<file path="src/rtl/tic_tac_toe_pkg.sv">
// Shared cell codes, FSM state encoding and board size for the move-legality path.
package tic_tac_toe_pkg;

    localparam int N_CELLS = 9;

    localparam logic [1:0] CELL_EMPTY = 2'b00;
    localparam logic [1:0] CELL_P1    = 2'b01;
    localparam logic [1:0] CELL_P2    = 2'b10;

    localparam logic [2:0] ST_P1_TURN   = 3'd0;
    localparam logic [2:0] ST_P1_COMMIT = 3'd1;
    localparam logic [2:0] ST_P2_TURN   = 3'd2;
    localparam logic [2:0] ST_P2_COMMIT = 3'd3;
    localparam logic [2:0] ST_GAME_OVER = 3'd4;

endpackage

</file>
<file path="src/rtl/position_code_decoder.sv">
// Combinational position code (1..9) to one-hot cell select; valid low for any other code.
module position_code_decoder
    import tic_tac_toe_pkg::*;
#(
    parameter int CODE_W = 4
) (
    input  logic [CODE_W-1:0]  code,
    output logic [N_CELLS:1]   onehot,
    output logic               valid
);

    always_comb begin
        onehot = '0;
        valid  = 1'b0;
        for (int k = 1; k <= N_CELLS; k++) begin
            if (code == CODE_W'(k)) begin
                onehot[k] = 1'b1;
                valid     = 1'b1;
            end
        end
    end

endmodule

</file>
<file path="src/rtl/board_move_committer.sv">
// Captures player move requests, presents one-hot enables to the illegal-move detector for one
// cycle, and commits legal moves into the position registers; owns turn order and game-over lockout.
module board_move_committer
    import tic_tac_toe_pkg::*;
#(
    parameter int CODE_W = 4,
    parameter int CNT_W  = 4
) (
    input  logic              clock,
    input  logic              reset,
    input  logic              play,
    input  logic              player2,
    input  logic [CODE_W-1:0] pos_code,
    input  logic              illegal_move,
    input  logic              win,
    output logic [1:0]        pos1,
    output logic [1:0]        pos2,
    output logic [1:0]        pos3,
    output logic [1:0]        pos4,
    output logic [1:0]        pos5,
    output logic [1:0]        pos6,
    output logic [1:0]        pos7,
    output logic [1:0]        pos8,
    output logic [1:0]        pos9,
    output logic [9:1]        PL_en,
    output logic [9:1]        PL2_en,
    output logic              turn,
    output logic [CNT_W-1:0]  move_count,
    output logic              illegal_flag,
    output logic              game_over
);

    logic [2:0]         state;
    logic [1:0]         cells [1:N_CELLS];
    logic               play_d;
    logic               player2_d;
    logic               armed;
    logic               req1;
    logic               req2;
    logic [N_CELLS:1]   code_onehot;
    logic               code_valid;

    position_code_decoder #(.CODE_W(CODE_W)) u_decoder (
        .code   (pos_code),
        .onehot (code_onehot),
        .valid  (code_valid)
    );

    // armed stays low for the first cycle after reset so a button held through release reads as
    // already pressed rather than as a fresh edge
    assign req1 = armed & play    & ~play_d;
    assign req2 = armed & player2 & ~player2_d;

    assign pos1 = cells[1];
    assign pos2 = cells[2];
    assign pos3 = cells[3];
    assign pos4 = cells[4];
    assign pos5 = cells[5];
    assign pos6 = cells[6];
    assign pos7 = cells[7];
    assign pos8 = cells[8];
    assign pos9 = cells[9];

    always_ff @(posedge clock or posedge reset) begin
        if (reset) begin
            state        <= ST_P1_TURN;
            play_d       <= 1'b0;
            player2_d    <= 1'b0;
            armed        <= 1'b0;
            PL_en        <= '0;
            PL2_en       <= '0;
            turn         <= 1'b0;
            move_count   <= '0;
            illegal_flag <= 1'b0;
            game_over    <= 1'b0;
            for (int k = 1; k <= N_CELLS; k++) cells[k] <= CELL_EMPTY;
        end else begin
            play_d    <= play;
            player2_d <= player2;
            armed     <= 1'b1;
            case (state)
                ST_P1_TURN: begin
                    if (win || move_count == CNT_W'(N_CELLS)) begin
                        state     <= ST_GAME_OVER;
                        game_over <= 1'b1;
                    end else if (req2) begin
                        illegal_flag <= 1'b1;
                    end else if (req1) begin
                        if (!code_valid) begin
                            illegal_flag <= 1'b1;
                        end else begin
                            PL_en <= code_onehot;
                            state <= ST_P1_COMMIT;
                        end
                    end
                end
                ST_P1_COMMIT: begin
                    PL_en <= '0;
                    if (!illegal_move) begin
                        for (int k = 1; k <= N_CELLS; k++) if (PL_en[k]) cells[k] <= CELL_P1;
                        move_count   <= move_count + CNT_W'(1);
                        illegal_flag <= 1'b0;
                        turn         <= 1'b1;
                        state        <= ST_P2_TURN;
                    end else begin
                        illegal_flag <= 1'b1;
                        state        <= ST_P1_TURN;
                    end
                end
                ST_P2_TURN: begin
                    if (win || move_count == CNT_W'(N_CELLS)) begin
                        state     <= ST_GAME_OVER;
                        game_over <= 1'b1;
                    end else if (req1) begin
                        illegal_flag <= 1'b1;
                    end else if (req2) begin
                        if (!code_valid) begin
                            illegal_flag <= 1'b1;
                        end else begin
                            PL2_en <= code_onehot;
                            state  <= ST_P2_COMMIT;
                        end
                    end
                end
                ST_P2_COMMIT: begin
                    PL2_en <= '0;
                    if (!illegal_move) begin
                        for (int k = 1; k <= N_CELLS; k++) if (PL2_en[k]) cells[k] <= CELL_P2;
                        move_count   <= move_count + CNT_W'(1);
                        illegal_flag <= 1'b0;
                        turn         <= 1'b0;
                        state        <= ST_P1_TURN;
                    end else begin
                        illegal_flag <= 1'b1;
                        state        <= ST_P2_TURN;
                    end
                end
                ST_GAME_OVER: begin
                    game_over <= 1'b1;
                end
                default: state <= ST_P1_TURN;
            endcase
        end
    end

endmodule

</file>
<file path="config.mk">
export PLATFORM = sky130hd
export DESIGN_NAME = board_move_committer
export DESIGN_NICKNAME = d
export VERILOG_FILES = /design/src/rtl/tic_tac_toe_pkg.sv /design/src/rtl/position_code_decoder.sv /design/src/rtl/board_move_committer.sv
export SDC_FILE = /design/constraint.sdc
export NUM_CORES = 1
export LEC_CHECK = 0
export CAP_MARGIN = 20
export CORE_MARGIN = 2
export CORE_UTILIZATION = 36
export CTS_CLUSTER_SIZE = 20
export DETAILED_ROUTE_END_ITERATION = 16
export GPL_ROUTABILITY_DRIVEN = 1
export PLACE_DENSITY_LB_ADDON = 0.3
export SYNTH_ARGS = -nofsm -noshare
export SYNTH_HDL_FRONTEND = slang
export SYNTH_SLANG_ARGS = --single-unit
</file>
<file path="constraint.sdc">
create_clock -name clock -period 4 [get_ports clock]
set_input_delay 0.4 -clock clock [delete_from_list [all_inputs] [get_ports clock]]
set_output_delay 0.4 -clock clock [all_outputs]
set_load 0.005 [all_outputs]
</file>
## After elaboration in Yosys (flattened, before gate mapping)

Cells that the tools add are included.

| operators by class | value |
|---|---|
| mux-type cells | 72 |
| add/sub/neg operators | 1 |
| reduce and logical (&&, ||, !) cells | 25 |
| equality and inequality tests | 51 |
| bitwise logic cells | 8 |

Operator list:

| operator | count |
|---|---|
| $mux W9 | 7 |
| $reduce_and A5 Y1 | 12 |
| $ne A2 B2 Y1 const B | 28 |
| $mux W2 | 20 |
| $mux W18 | 2 |
| $pmux W18 S2 | 1 |
| $pmux W9 S2 | 2 |
| $mux W1 | 28 |
| $mux W3 | 8 |
| $ne A3 B3 Y1 const B | 8 |
| $eq A4 B3 Y1 const B | 4 |
| $pmux W3 S5 | 1 |
| $eq A4 B4 Y1 const B | 3 |
| $eq A4 B2 Y1 const B | 2 |
| $reduce_bool A2 Y1 | 4 |
| $reduce_and A7 Y1 | 1 |
| $eq A3 B2 Y1 const B | 2 |
| $add A4 B1 Y4 const B | 1 |
| $and A1 B1 Y1 | 4 |
| $eq A4 B1 Y1 const B | 1 |
| $not A1 Y1 | 4 |
| $pmux W1 S2 | 2 |
| $reduce_and A2 Y1 | 2 |
| $reduce_or A2 Y1 | 2 |
| 8 further kinds | 8 |

| storage, ports and cells | value |
|---|---|
| output and inout bits | 43 |
| flip-flop bits (word level) | 49 |
| logic and storage cells | 176 |

## Logic depth before layout (Yosys ltp)

| depth | value |
|---|---|
| depth after elaboration | 15 |
| depth in mapped cells | 6 |
| gate-level depth less buffers | 6 |

## Hierarchy

Synthesis repeated with hierarchy kept, for this count alone.

| second synthesis, totals | value |
|---|---|
| cells, all modules | 207 |
| area total of the unflattened synthesis | 2328.5 um^2 |

Modules (own cells, without submodules):

| module | area each (um^2) | cells an instance | seq. area each (um^2) | times used |
|---|---|---|---|---|
| board_move_committer | 2234.6 | 190 | 1226.2 | 1 |
| position_code_decoder | 93.8 | 17 | 0.0 | 1 |

## Worst setup path after synthesis

OpenSTA, ideal clock, no wires.

| timing path | value |
|---|---|
| path kind | register to register |
| start point | register move_count[0] |
| end point | register PL_en[8] (netlist bit) |
| setup slack | 2.250 ns |
| data required time | 3.878 ns |
| data arrival time | 1.629 ns |
| cell stages (with the launch flop) | 6 |
| clock period less this slack | 1.750 ns |
| path through | dfrtp_1 ha_1 and3b_4 nor4b_4 a21oi_2 a32o_1 |

| between the ends | value |
|---|---|
| word-level cells in the longest chain between the ends | 4 |

Ends and longest elaborated chain:

| what | line | text |
|---|---|---|
| from (decl) | board_move_committer.sv:28 | `output logic [CNT_W-1:0] move_count,` |
| from (signal assigned) | board_move_committer.sv:101 | `move_count <= move_count + CNT_W'(1);` |
| from (signal assigned) | board_move_committer.sv:129 | `move_count <= move_count + CNT_W'(1);` |
| $eq A4 B4 Y1 | board_move_committer.sv:83 | `if (win \|\| move_count == CNT_W'(N_CELLS)) begin` |
| $logic_or A1 B1 Y1 | board_move_committer.sv:83 |  |
| $ne A2 B2 Y1 (no source line) | - |  |
| $reduce_and A5 Y1 (no source line) | - |  |
| to (signal assigned) | board_move_committer.sv:92 | `PL_en <= code_onehot;` |
| to (decl) | board_move_committer.sv:25 | `output logic [9:1] PL_en,` |

Every way passes these cells.
A chain may end at the register's enable or synchronous reset.

## Final worst setup path

| timing path | value |
|---|---|
| start point | register state[1] |
| end point | register PL2_en[4] (netlist bit) |

| between the ends | value |
|---|---|
| word-level cells in the longest chain between the ends | 3 |

Ends and longest elaborated chain:

| what | line | text |
|---|---|---|
| from (decl) | board_move_committer.sv:33 | `logic [2:0] state;` |
| from (signal assigned) | board_move_committer.sv:66 | `state <= ST_P1_TURN;` |
| from (signal assigned) | board_move_committer.sv:84 | `state <= ST_GAME_OVER;` |
| from (signal assigned) | board_move_committer.sv:93 | `state <= ST_P1_COMMIT;` |
| $eq A3 B2 Y1 | board_move_committer.sv:81 | `case (state)` |
| $ne A2 B2 Y1 (no source line) or $reduce_bool A2 Y1 (tied branches) | - |  |
| $reduce_and A5 Y1 (no source line) | - |  |
| to (signal assigned) | board_move_committer.sv:120 | `PL2_en <= code_onehot;` |
| to (decl) | board_move_committer.sv:26 | `output logic [9:1] PL2_en,` |

Several ways; a longest one is shown, not always the timed one.

==> qor.yml <==
r2r_cells: 4
ys_ff_latch: 49
ys_warn_count: 0
grt_pass1_wl_um: 8800
clock_latency_ns: 0.31
startpoint: "state[1]"
dieArea_um2: 6910
fin_skew_ns: 0.00610
hold_class: "in -> async"
final_hold_viol_count: 0
finalCritPeriodShare_pct: 56.5
irDropWorstVdd_uv: 157
power.total_uw: 919
clock-root-buffer: "clkbuf_8"
grt.overflow.total: 0
crit_path_end_kind: "flip-flop"
placementRows: 28
cts_max_level: 2
grt_max_degree: 50
fin_util_pct: 49.4
syn-instance-count: 215
placed_area_um2: 2820
fin_nets: 279
ys_types: 41
post_drt_wl_per_cell_um: 15.0
grt_setup_unrepaired: "no"
leakagePower_uw: 0.00119
syn_area_per_cell_um2: 10.5
numCtsBuffers: 5
grt_pass1_vias: 1738
portBuffers: 52
hpwl_um: 3570
start_kind: "flip-flop"
start_util_pct: 37.6
synth_area_um2: 2250
layout-drive-gt1-share_pct: 7.84
cts_tree: "built"
outcome: "complete, no violations"
slew_viol_final: 0
cts_buffer_depth: 2
arrival_ns: 2.46
clk_pin_slew_ns: 0.09
worstPathMaxFanout: 27
cts_setup_buffers: 0
worstPathRequired_ns: 4.20
num_vias: 1802
core_um2: 5990
rr_startpoint: "state[1]"
postLayoutCellArea_um2: 2960
antenna_left: 0
grt.total_usage_pct: 15.4
drt-initial-drc-count: 92
r2r_end: "PL2_en[4]"
fmax_ghz: 0.443
setup_violations: 0
min_period_ns: 2.26
boundaryPins: 53
yosysSeqAreaShare_pct: 54.4
diodes: 0
post_drt_via_cell_ratio: 5.25
synth_edf_count: 0
cts_sinks: 49
fin_tns_setup_ns: 0
first_pass_iters: 4
crit_type: "reg -> reg"
drc: 0
die_h_um: 83.1
post_cts_resize_count: 0
worst_pin_slew_ns: 0.972
powerDensity_nw_per_um2: 311
drv_cap: 0
reg2reg_slack_ns: 1.74
area_delta_synth_final_pct: 31.3
place_congestion: 0.799
slew_headroom_pct: 35.2
ctsHoldBuffers: 0
wl_um: 5140
synth_flop_cell: "dfrtp_1"
nFillCells: 561
async_reset_ff_share_pct: 100
antenna_found_initial: 0
die_w_um: 83.1
synth_nets: 227
[sequential cells by signal, indices dropped and copies added, names as in the netlist, 2 cells and up]
signal and flops:
pos1 2, pos3 2, pos7 2, pos4 2, pos9 2, pos6 2, pos5 2, pos2 2
pos8 2, state 3, PL2_en 9, move_count 4, PL_en 9
[cell type report]
type	instances	area, um^2	area share (%)
clock buffers	6	82.6	2.79
inverters	4	15.0	0.507
flip-flops and latches	49	1230	41.4
well taps	75	93.8	3.17
repair buffers	54	548	18.5
multi-input cells	153	956	32.3
clock inverters	2	37.5	1.27
[kinds of logic after synthesis]
kind of cell,count (synthesis),share of synthesized area (%)
adder cells (fa/ha/maj),2,1.11
AND/OR/NAND/NOR,79,19.5
buffers and inverters,13,3.44
AO/OA/AOI/OAI,66,19.4
multiplexers,1,0.444
flip-flops,49,54.4
other,1,0.166
XOR/XNOR,4,1.55
[placed cells by master, fill, tap and decap left out, types with 2 or more instances in the layout]
cell type        synthesis  final
clkdlybuf4s50_1          0     52
dfrtp_1                 49     49
nand2_1                 33     33
a21oi_1                 30     30
o21ai_0                 13     13
o2bb2ai_1               13     13
nor2_1                  13     13
clkbuf_8                 1      6
nand2b_1                 5      5
nand3b_1                 4      4
and2b_2                  3      3
inv_1                    4      3
xnor2_1                  3      3
nand4_1                  3      3
a32o_1                   3      3
nor4_2                   2      2
and2b_1                  2      2
nor3_1                   2      2
nand3_1                  2      2
a22o_1                   2      2
nor3b_1                  2      2
ha_1                     2      2
[metal layers]
metal  GRT usage (%)  vias up  wire length (um)
li1                -      871                 -
met1            20.9      865              2390
met2            24.7       60              2400
met3            4.08        6               293
met4            4.02        0                60
met5               0        -                 0
[through the flow]
stage	setup WS, ns	cells	hold WS [ns]
4_1_cts	1.74	342	0.466
3_3_place_gp	1.70	334	0.441
3_5_place_dp	1.64	334	0.445
6_report	1.74	343	0.294
5_1_grt	1.58	343	0.304
2_1_floorplan	2.25	215	0.431
[power breakdown]
part | total, uW | switching (uW) | internal [uW]
combinational | 47.1 | 26.8 | 20.4
sequential | 500 | 2.05 | 498
clock | 372 | 168 | 203
total | 919 | 197 | 722
[critical path, stage by stage (launching register included)]
cell	delay [ns]
dfrtp_1	0.99
nand2b_1	0.17
nor3_1	0.51
a32oi_4	0.19
a22o_1	0.30
[cells in the mapped netlist, types with 3 or more instances]
library cell / number / area, um^2
nand3b_1: 4 / 30.0
nand4_1: 3 / 18.8
nand2_1: 33 / 124
buf_2: 3 / 15.0
and2b_2: 3 / 26.3
nand2b_1: 5 / 31.3
o21ai_0: 13 / 65.1
a32o_1: 3 / 30.0
xnor2_1: 3 / 26.3
o2bb2ai_1: 13 / 114
dfrtp_1: 49 / 1230
a21oi_1: 30 / 150
nor2_1: 13 / 48.8
inv_1: 4 / 15.0
[worst max path at each step]
stage / end / slack (ns)
5_1_grt: PL2_en[4] / 1.58
4_1_cts: PL2_en[4] / 1.74
3_3_place_gp: pos7[1] / 1.70
2_1_floorplan: PL_en[8] / 2.25
3_5_place_dp: move_count[3] / 1.64
6_report: PL2_en[4] / 1.74
Power figures use the tool's default switching activity.
==> patch 1, RTL diff (same flow settings) <==
Reset style: synchronous (`reset`), changed in one clocked block.
--- a/src/rtl/board_move_committer.sv
+++ b/src/rtl/board_move_committer.sv
@@ -61,7 +61,7 @@
     assign pos8 = cells[8];
     assign pos9 = cells[9];
 
-    always_ff @(posedge clock or posedge reset) begin
+    always_ff @(posedge clock) begin
         if (reset) begin
             state        <= ST_P1_TURN;
             play_d       <= 1'b0;
Behaviour: differs if reset is asserted again (counterexample within 4 cycles, from zero or initial values and one cycle with reset high); with reset held inactive, the same outputs for 10 cycles.
==> patch 1 against the unedited design <==
- total power grew 3.9%
- worst setup slack worse by 0.062 ns
- area after synthesis increased by 1.2%
- hold slack gained 0.19 ns
- combinational power rose by 47%
- sequential cell count is the same
- wire length decreased by 7.2%
- design area increased by 0.21%
- non-clock buffer count is 1 lower
- critical endpoint is now cells[0][10]
- largest cell class unchanged
- highest routed layer unchanged
==> patch 1: results (changes against the unedited design) <==
* Post-synth ARST share at 0 (was 1.00)
* Vias post-DR at 1744 (was 1802)
* Sw frac at 0.218 (was 0.215)
* Register area share after synthesis at 0.509 (was 0.544)
* Skew final at 0.00420 ns (was 0.00610 ns)
* Clock slew at reported path FFs at 0.09 ns (about the same)
* H-Tree Level Count at 2 (unchanged)
* Status: completed (unchanged)
* Clk sinks at 49 (unchanged)
* Distinct cell type count after synthesis at 37 (was 41)
* Routed Wire Length at 4770 um (was 5140 um)
* Fin nets at 284 (was 279)
* Wire length on met2 at 2330 um (was 2400 um)
* Crit path DAT at 2.50 ns (was 2.46 ns)
* Post-synth EDFFs at 18 (was 0)
* Max Buffers Root-to-Sink at 2 (unchanged)
* Worst Hold Class: flip-flop to flip-flop (was primary input to async pin)
* Initial antenna violation count at 0 (unchanged)
* Static leakage at 0.00109 uW (was 0.00119 uW)
* Worst Path Max Fanout at 13 (was 27)
* Syn nets at 235 (was 227)
* Port bufs at 52 (unchanged)
* FILL cells at 582 (was 561)
* Worst IR Drop VDD at 0.129 mV (was 0.157 mV)
* 1st-pass router iterations at 4 (unchanged)
* Layout cells sized above 1 at 0.0549 (was 0.0784)
* Root buffer cell: clkbuf_8 (unchanged)
* Yosys warns at 0 (unchanged)
* Biggest regs: cells (18), PL2_en (9), PL_en (9) (was PL2_en (9), PL_en (9), move_count (4))
* CTS Buf Count at 5 (unchanged)
* First-pass GRT wire length at 7980 um (was 8800 um)
* WL met3 at 224 um (was 293 um)
* Antenna Diode Count at 0 (unchanged)
* Post-DP HPWL at 3450 um (was 3570 um)
* Worst-Skew Late Latency at 0.30 ns
* Worst Max-Slew Pin Slew at 1.00 ns (was 0.972 ns)
* Synth top area cells: dfxtp_1 (27%), edfxtp_1 (24%), mux2i_1 (13%) (was dfrtp_1 (54%), a21oi_1 (6.7%), nand2_1 (5.5%))
* Max Used Layer: met4 (unchanged)
* Pin count of the biggest net entering global routing at 26 (was 50)
* # resized after CTS at 0 (unchanged)
* Top post-synthesis cells by count: nand2_1 (39), dfxtp_1 (31), mux2i_1 (29), and2_1 (18), edfxtp_1 (18) (was dfrtp_1 (49), nand2_1 (33), a21oi_1 (30))
* Tot GR Track Use at 0.142 (was 0.154)
* Initial DRC Count at 95 (was 92)
* Met1 WL at 2150 um (was 2390 um)
* GPL Wtd Cong at 0.780 (was 0.799)
* Post-CTS Repair Setup Buffers at 0 (unchanged)
patch 1: worst paths after layout:
check                 start           end  slack, ns  cells past startpoint
setup / recovery   state[0]  cells[0][10]       1.68                      3
hold / removal    game_over     game_over       0.48                      1
setup reg to reg   state[0]  cells[0][10]       1.68                      3
hold reg to reg   game_over     game_over       0.48                      1
patch 1: area by class of cell:
cell class	count	area share
Clock inverter	3	0.0156
Multi-Input combinational cell	161	0.357
Sequential cell	49	0.392
Timing Repair Buffer	53	0.178
Inverter	2	0.00253
Clock buffer	5	0.0232
Tap cell	75	0.0316
patch 1: layer usage:
| layer | vias to the layer above | GRT usage |
|---|---|---|
| met5 | - | 0 |
| met3 | 8 | 0.0376 |
| li1 | 872 | - |
| met4 | 0 | 0.0499 |
| met1 | 816 | 0.183 |
| met2 | 48 | 0.229 |
patch 1: kinds of logic after synthesis:
| family | Yosys count | synth area share |
|---|---|---|
| simple gates | 106 | 0.246 |
| flops | 49 | 0.509 |
| mux | 29 | 0.127 |
| xor+xnor | 4 | 0.0154 |
| buf+inv | 13 | 0.0258 |
| compound gates | 20 | 0.0648 |
| fa+ha+maj | 2 | 0.0110 |
patch 1: worst max-delay path, stage by stage (launching register included):
cell	delay [ns]
dfxtp_1	0.56
or3b_2	0.65
nor3_1	0.75
and2_1	0.24
patch 1: metrics by stage:
step / hold WS (ns) / setup slack (ns) / cell area, um^2 / util / cells
2_1_floorplan: 0.464 / 2.29 / 2280 / - / 223
3_3_place_gp: 0.464 / 1.41 / 2850 / 0.473 / 340
3_5_place_dp: 0.469 / 1.37 / 2850 / 0.473 / 340
4_1_cts: 0.490 / 1.64 / 2970 / 0.492 / 348
5_1_grt: 0.511 / 1.50 / 2970 / 0.492 / 348
6_report: 0.480 / 1.68 / 2970 / 0.492 / 348
patch 1: power by group through the flow:
stage | sequential, uW | combinational [uW] | clock (uW)
2_1_floorplan | 541 | 34.9 | 0
3_3_place_gp | 543 | 68.8 | 0
3_5_place_dp | 543 | 69.5 | 0
4_1_cts | 532 | 69.7 | 365
5_1_grt | 533 | 75.3 | 384
6_report | 531 | 69.4 | 355
==> patch 2, RTL diff (same settings) <==
Without the edit above. Change the parameter `CNT_W` from 4 to 5.
--- a/src/rtl/board_move_committer.sv
+++ b/src/rtl/board_move_committer.sv
@@ -4,7 +4,7 @@
     import tic_tac_toe_pkg::*;
 #(
     parameter int CODE_W = 4,
-    parameter int CNT_W  = 4
+    parameter int CNT_W  = 5
 ) (
     input  logic              clock,
     input  logic              reset,
Ports: changed (resized move_count); port bits go from 53 to 54. No check against the original RTL was run, so the function may have changed too.
==> patch 2 against the unedited design <==
- combinational power up 13%
- highest routed layer unchanged
- largest power group unchanged
- wire length up 1.4%
- total power about the same
- critical path type unchanged
- global-route usage down 0.24 points
- area after synthesis up 4.7%
- worst setup slack worse by 0.082 ns
- sequential power up 3%
- die area up 4.4%
- design area up 3.5%
- fmax down 3.5%
- sequential cell count up 1
- largest cell class unchanged
==> patch 2: results (changes against the unedited design) <==
* Clock slew at reported path FFs at 0.09 ns (about the same)
* Port bufs at 53 (was 52)
* Distinct cell type count after synthesis at 42 (was 41)
* Worst-case reg-to-reg path depth at 3 (was 4)
* Flop2flop setup slack at 1.66 ns (was 1.74 ns)
* Clk sinks at 50 (was 49)
* Met3 Track Usage GR at 0.0350 (was 0.0408)
* Pre-CTS setup slack at 1.53 ns (was 1.64 ns)
* Status: completed (unchanged)
* Relative slew slack at 0.368 (was 0.352)
* Layout cells sized above 1 at 0.0683 (was 0.0784)
* Final hold slack at 0.427 ns (was 0.294 ns)
* Vias in the first global route at 1744 (was 1738)
* Worst IR Drop VDD at 0.156 mV (was 0.157 mV)
* Syn nets at 254 (was 227)
* Tot GR Track Use at 0.152 (was 0.154)
* Initial DRC Count at 103 (was 92)
* Synth top area cells: dfrtp_1 (53%), nand2_1 (7.5%), a21oi_1 (6.4%) (was dfrtp_1 (54%), a21oi_1 (6.7%), nand2_1 (5.5%))
* Static leakage at 0.00124 uW (was 0.00119 uW)
* First-pass GRT wire length at 8780 um (was 8800 um)
* Crit path DAT at 2.50 ns (was 2.46 ns)
* Post-DP HPWL at 3630 um (was 3570 um)
* # resized after CTS at 0 (unchanged)
* Skew final at 0.00956 ns (was 0.00610 ns)
* RR Endpoint: PL2_en[3] (was PL2_en[4])
* GRT met2 Usage at 0.234 (was 0.247)
* Initial antenna violation count at 0 (unchanged)
* Fin nets at 304 (was 279)
* GPL Wtd Cong at 0.781 (was 0.799)
* Vias post-DR at 1921 (was 1802)
* Top post-synthesis cells by count: dfrtp_1 (50), nand2_1 (47), a21oi_1 (30), nor2_1 (13), o21ai_1 (13) (was dfrtp_1 (49), nand2_1 (33), a21oi_1 (30))
## patch 2: metal layers
| metal | vias up | wire length (um) |
|---|---|---|
| li1 | 946 | - |
| met1 | 933 | 2520 |
| met2 | 33 | 2440 |
| met3 | 9 | 179 |
| met4 | 0 | 71 |
| met5 | - | 0 |
## patch 2: area by class of cell
type,instances,area (um^2)
inverter,3,11.3
tap,77,96.3
sequential,50,1250
multi-input combinational,177,1040
fill,573,3290
clock buffer,7,76.3
timing repair buffer,55,558
clock inverter,1,30.0
## patch 2: critical path: stages (launching register included)
cell	delay [ns]
dfrtp_1	0.97
and4_1	0.54
nor4b_4	0.50
o21ai_0	0.19
## patch 2: metrics by stage
step                total power, uW  instance area (um^2)  instances
finish                          918                  3060        370
global route                    956                  3060        370
CTS                             923                  3040        369
detailed placement              575                  2940        361
global placement                574                  2940        361
floorplan                       549                  2360        242
## patch 2: kinds of logic (layout without fill, tap and decap cells)
logic type      after synthesis  count (layout)  share of synthesized area
flops                        50              50                      0.531
fa+ha+maj                     2               2                     0.0106
other cells                   1               1                    0.00159
simple gates                104             104                      0.252
compound gates               63              63                      0.147
buf+inv                      15              66                     0.0313
mux                           2               2                    0.00849
xor+xnor                      5               5                     0.0186
## patch 2: worst max-delay path by stage
stage	to	slack, ns
floorplan	PL_en[1]	2.28
global placement	move_count[3]	1.55
detailed placement	move_count[4]	1.53
CTS	PL2_en[3]	1.62
global route	PL2_en[3]	1.36
finish	PL2_en[3]	1.66
## patch 2: report_power, final
group	leakage [uW]	internal (uW)	switching, uW	total (uW)
sequential	0.000532	509	4.12	513
clock	0.0000524	187	164	352
combinational	0.000660	23.5	29.6	53.0
total	0.00124	720	198	918
